### src/rtl/fetch_inst_queue.sv
// rtl/fetch_inst_queue.sv - circular instruction queue between fetch and the IF/ID register (optional FETCH_QUEUE_BYPASS_EN)
module fetch_inst_queue #(
   parameter int DEPTH      = 4,
   parameter int PC_WIDTH   = 32,
   parameter int INST_WIDTH = 32
) (
   input  logic                         clk,
   input  logic                         rst,
   input  logic                         flush,
   input  logic                         in_valid,
   output logic                         in_ready,
   input  logic [PC_WIDTH-1:0]          in_pc,
   input  logic [INST_WIDTH-1:0]        in_inst,
   output logic                         out_valid,
   input  logic                         out_ready,
   output logic [PC_WIDTH-1:0]          out_pc,
   output logic [INST_WIDTH-1:0]        out_inst,
   output logic [$clog2(DEPTH+1)-1:0]   count
);

   localparam int PTR_W = $clog2(DEPTH);
   localparam int CNT_W = $clog2(DEPTH+1);

   logic [PTR_W-1:0]      head_q, head_d;
   logic [PTR_W-1:0]      tail_q, tail_d;
   logic [CNT_W-1:0]      count_q, count_d;
   logic [PC_WIDTH-1:0]   pc_mem_q   [DEPTH];
   logic [INST_WIDTH-1:0] inst_mem_q [DEPTH];

   logic full;
   logic empty;
   logic push;
   logic pop;
   logic bypass_take;
   logic bypass_consume;
   logic wr_en;

   // Occupancy flags come from the registered counter only, so in_ready
   // never sees out_ready.
   always_comb begin
      full  = (count_q == CNT_W'(DEPTH));
      empty = (count_q == '0);
   end

   // Output side: head entry, or the incoming word when passing straight through an empty queue.
   always_comb begin
      in_ready = !full;
`ifdef FETCH_QUEUE_BYPASS_EN
      bypass_take = empty && in_valid && !flush;
      out_valid   = !flush && (!empty || in_valid);
      out_pc      = bypass_take ? in_pc   : pc_mem_q[head_q];
      out_inst    = bypass_take ? in_inst : inst_mem_q[head_q];
`else
      bypass_take = 1'b0;
      out_valid   = !empty;
      out_pc      = pc_mem_q[head_q];
      out_inst    = inst_mem_q[head_q];
`endif
      count = count_q;
   end

   // Handshake qualification; a bypassed word that is taken the same cycle never occupies storage.
   always_comb begin
      push           = in_valid && in_ready;
      pop            = out_valid && out_ready;
      bypass_consume = bypass_take && out_ready;
      wr_en          = push && !flush && !bypass_consume;
   end

   // Pointer and occupancy next state; flush wins over any handshake in the same cycle.
   always_comb begin
      head_d  = head_q;
      tail_d  = tail_q;
      count_d = count_q;
      if (flush) begin
         head_d  = '0;
         tail_d  = '0;
         count_d = '0;
      end else if (!bypass_consume) begin
         if (push) begin
            tail_d = tail_q + PTR_W'(1);
         end
         if (pop) begin
            head_d = head_q + PTR_W'(1);
         end
         if (push && !pop) begin
            count_d = count_q + CNT_W'(1);
         end else if (pop && !push) begin
            count_d = count_q - CNT_W'(1);
         end
      end
   end

   // Pointer/counter registers; reset drops every entry immediately.
   always_ff @(posedge clk or posedge rst) begin
      if (rst) begin
         head_q  <= '0;
         tail_q  <= '0;
         count_q <= '0;
      end else begin
         head_q  <= head_d;
         tail_q  <= tail_d;
         count_q <= count_d;
      end
   end

   // Entry storage; cleared on reset so the head reads as zero while empty after reset.
   always_ff @(posedge clk or posedge rst) begin
      if (rst) begin
         for (int i = 0; i < DEPTH; i++) begin
            pc_mem_q[i]   <= '0;
            inst_mem_q[i] <= '0;
         end
      end else if (wr_en) begin
         pc_mem_q[tail_q]   <= in_pc;
         inst_mem_q[tail_q] <= in_inst;
      end
   end

endmodule

### config.mk
export PLATFORM = sky130hd
export DESIGN_NAME = fetch_inst_queue
export DESIGN_NICKNAME = d
export VERILOG_FILES = /design/src/rtl/fetch_inst_queue.sv
export SDC_FILE = /design/constraint.sdc
export NUM_CORES = 1
export LEC_CHECK = 0
export BUFFER_PORTS_ARGS = -buffer_cell sky130_fd_sc_hd__buf_2
export CAP_MARGIN = 5
export CORE_MARGIN = 4
export CORE_UTILIZATION = 53
export CTS_CLUSTER_DIAMETER = 200
export DETAILED_ROUTE_END_ITERATION = 10
export GPL_ROUTABILITY_DRIVEN = 0
export PLACE_DENSITY = 0.76
export SYNTH_ARGS = -nofsm -noshare
export SYNTH_HDL_FRONTEND = slang
export SYNTH_SLANG_ARGS = --single-unit
### constraint.sdc
create_clock -name clk -period 9.36 [get_ports clk]
set_input_delay 1.872 -clock clk [delete_from_list [all_inputs] [get_ports clk]]
set_output_delay 1.872 -clock clk [all_outputs]
set_load 0.005 [all_outputs]
==> results.json <==
{
  "outcome": "complete, no violations",
  "cpPeakStageDelay_ps": 740,
  "grt_max_degree": 120,
  "seq_area_frac_synth_pct": 51.8,
  "worst_ep_arrival_time_ps": 2780,
  "cts-root-buf": "clkbuf_16",
  "ant_nets": 0,
  "routedWlPerCell_um": 22.6,
  "tightest_slew_ps": 1120,
  "synth_cell_types": 35,
  "worst-path-buf-inv": 2,
  "worst_ep_required_time_ps": 7490,
  "grt_pass1_vias": 7473,
  "synth_ff_type": "dfrtp_1",
  "final_common_cell": "dfrtp_1",
  "cpMaxStageDelayCell": "buf_4",
  "fmax_ghz": 0.215,
  "end_kind": "output pin",
  "powerDensity_nw_per_um2": 323,
  "boundaryPins": 138,
  "cp_top_family": "buffers and inverters",
  "first_pass_iters": 4,
  "post_cts_buffers": 0,
  "worst_skew_pair.late_latency_ps": 550,
  "dieArea_um2": 26500,
  "finalCritPeriodShare_pct": 49.7,
  "cp_max_fo": 39,
  "setup_viol": 0,
  "grt.overflow.total": 0,
  "mostFrequentLayoutCells": "261 x dfrtp_1, 240 x mux2_4, 137 x buf_2",
  "rows": 56,
  "cts_hold_buf": 0,
  "portBuffers": 137,
  "layout_setup_ws_ps": 4710,
  "post-route-min-period_ps": 4650,
  "dp_slack_ps": 5210,
  "path_cells": "buf_4 -> mux4_2 -> buf_2",
  "rsz0062_at_grt": "no",
  "grt_pass1_wl_mm": 42.3,
  "cts_tree": "done",
  "drt_iter0_markers": 368,
  "placed_cells": 1098,
  "clk_pin_slew_worst_paths_ps": 60,
  "dp_hpwl_mm": 15.6,
  "syn_inst": 677,
  "power_uw": 4690,
  "fp.dieW_um": 163,
  "crit_type": "reg -> out",
  "fin_nets": 885,
  "timing.slew.headroom_pct": 25.4,
  "core_um2": 23500,
  "drv_cap": 0,
  "ir_drop_mv": 0.164,
  "min_path_type": "reg -> reg",
  "area_growth_syn_to_layout_pct": 14.1,
  "critPathLaunchType": "flip-flop",
  "drc": 0,
  "syn_nets": 751,
  "via_per_inst": 5.55,
  "syn_area_per_cell_um2": 18.8,
  "final_util_pct": 61.6,
  "timing.setup.tns_ps": 0,
  "yosysWarnings": 0,
  "cts_htree_levels": 1,
  "cts.sinks": 263,
  "numCtsBuffers": 30,
  "drive_above_1_share_pct": 64.1,
  "cts_resized": 0,
  "vias": 6419,
  "p_leak_uw": 0.00730,
  "initial_core_util_pct": 54.0,
  "syn_area_um2": 12700,
  "hold_violations": 0,
  "fin_cells": 1157,
  "ys_ff_latch": 263,
  "finalMaxSlewViolations": 0,
  "synth-edff-count": 0,
  "synthArstFlopShare_pct": 100,
  "fp.dieH_um": 163,
  "grt_use_total_pct": 20.1,
  "clockBufferDepth": 3,
  "antenna_found_initial": 7,
  "finClkSkew_ps": 13.8,
  "drt-total-wl_mm": 26.1
}
synth_stat cells, drive strengths merged, types with 2 or more instances:
| master | n | area (um2) |
|---|---|---|
| dfrtp | 263 | 6580 |
| mux2 | 258 | 3810 |
| mux4 | 64 | 1440 |
| buf | 42 | 495 |
| nor2 | 9 | 33.8 |
| inv | 8 | 32.5 |
| nand3 | 6 | 80.1 |
| ha | 4 | 50.1 |
| o21ai | 3 | 15.0 |
| a21oi | 2 | 10.0 |
| xor2 | 2 | 17.5 |
state kept, by name, indices dropped and copies added (netlist names):
signal	count
inst_mem_q	128
pc_mem_q	128
count	3
head_q	2
tail_q	2
area by class of cell:
type / count / area, um2
fillers: 1728 / 9040
clock inverters: 18 / 256
well taps: 319 / 399
clock buffers: 38 / 862
repair buffers: 145 / 746
flip-flops and latches: 263 / 6590
inverters: 8 / 40.0
multi-input cells: 363 / 5600
diodes: 3 / 7.51
kinds of logic (layout without fill, tap and decap cells):
logic type	after synthesis	after routing	synth area share (%)
buffers and inverters	51	209	4.18
and+or+nand+nor	20	20	1.30
muxes	323	323	41.4
other	0	3	0
AOI/OAI and AO/OA	13	13	0.709
adders and majority gates	5	5	0.551
DFF	263	263	51.8
xor gates and xnor gates	2	2	0.138
final timing paths:
| kind | start | endpoint | slack (ps) | depth (start not counted) |
|---|---|---|---|---|
| max in group asynchronous | rst | inst_mem_q[9]$_DFFE_PP0P_ | 6400 | 3 |
| worst max register to register | count[0]$_DFFE_PP0P_ | pc_mem_q[8]$_DFFE_PP0P_ | 6620 | 5 |
| min in group asynchronous | rst | pc_mem_q[22]$_DFFE_PP0P_ | 1500 | 2 |
| worst min-delay path | pc_mem_q[61]$_DFFE_PP0P_ | pc_mem_q[61]$_DFFE_PP0P_ | 510 | 1 |
| worst min register to register | pc_mem_q[61]$_DFFE_PP0P_ | pc_mem_q[61]$_DFFE_PP0P_ | 510 | 1 |
| worst max-delay path | head_q[0]$_DFFE_PP0P_ | out_pc[15] | 4710 | 3 |
per-layer routing:
metal  global-route usage [%]  up-vias  wire length [um]
met5                        0        -                41
met4                     5.18        8               631
met3                     4.68       44              1380
met2                     33.4      151             12700
met1                     27.0     3426             11400
li1                         -     2790                 -
power breakdown:
group	internal, uW	total (uW)	switching (uW)	leakage [uW]
registers	1590	1890	306	0.00331
clock network	816	1290	476	0.000552
logic	1020	1510	481	0.00344
total	3430	4690	1260	0.00730
through the flow:
step           area, um2  hold WS [ps]
3_5_place_dp       13400           489
2_1_floorplan      12700           474
3_3_place_gp       13400           483
6_report           14500           506
5_1_grt            14500           515
4_1_cts            14500           505
No activity file was read; power rests on OpenSTA's default activity.
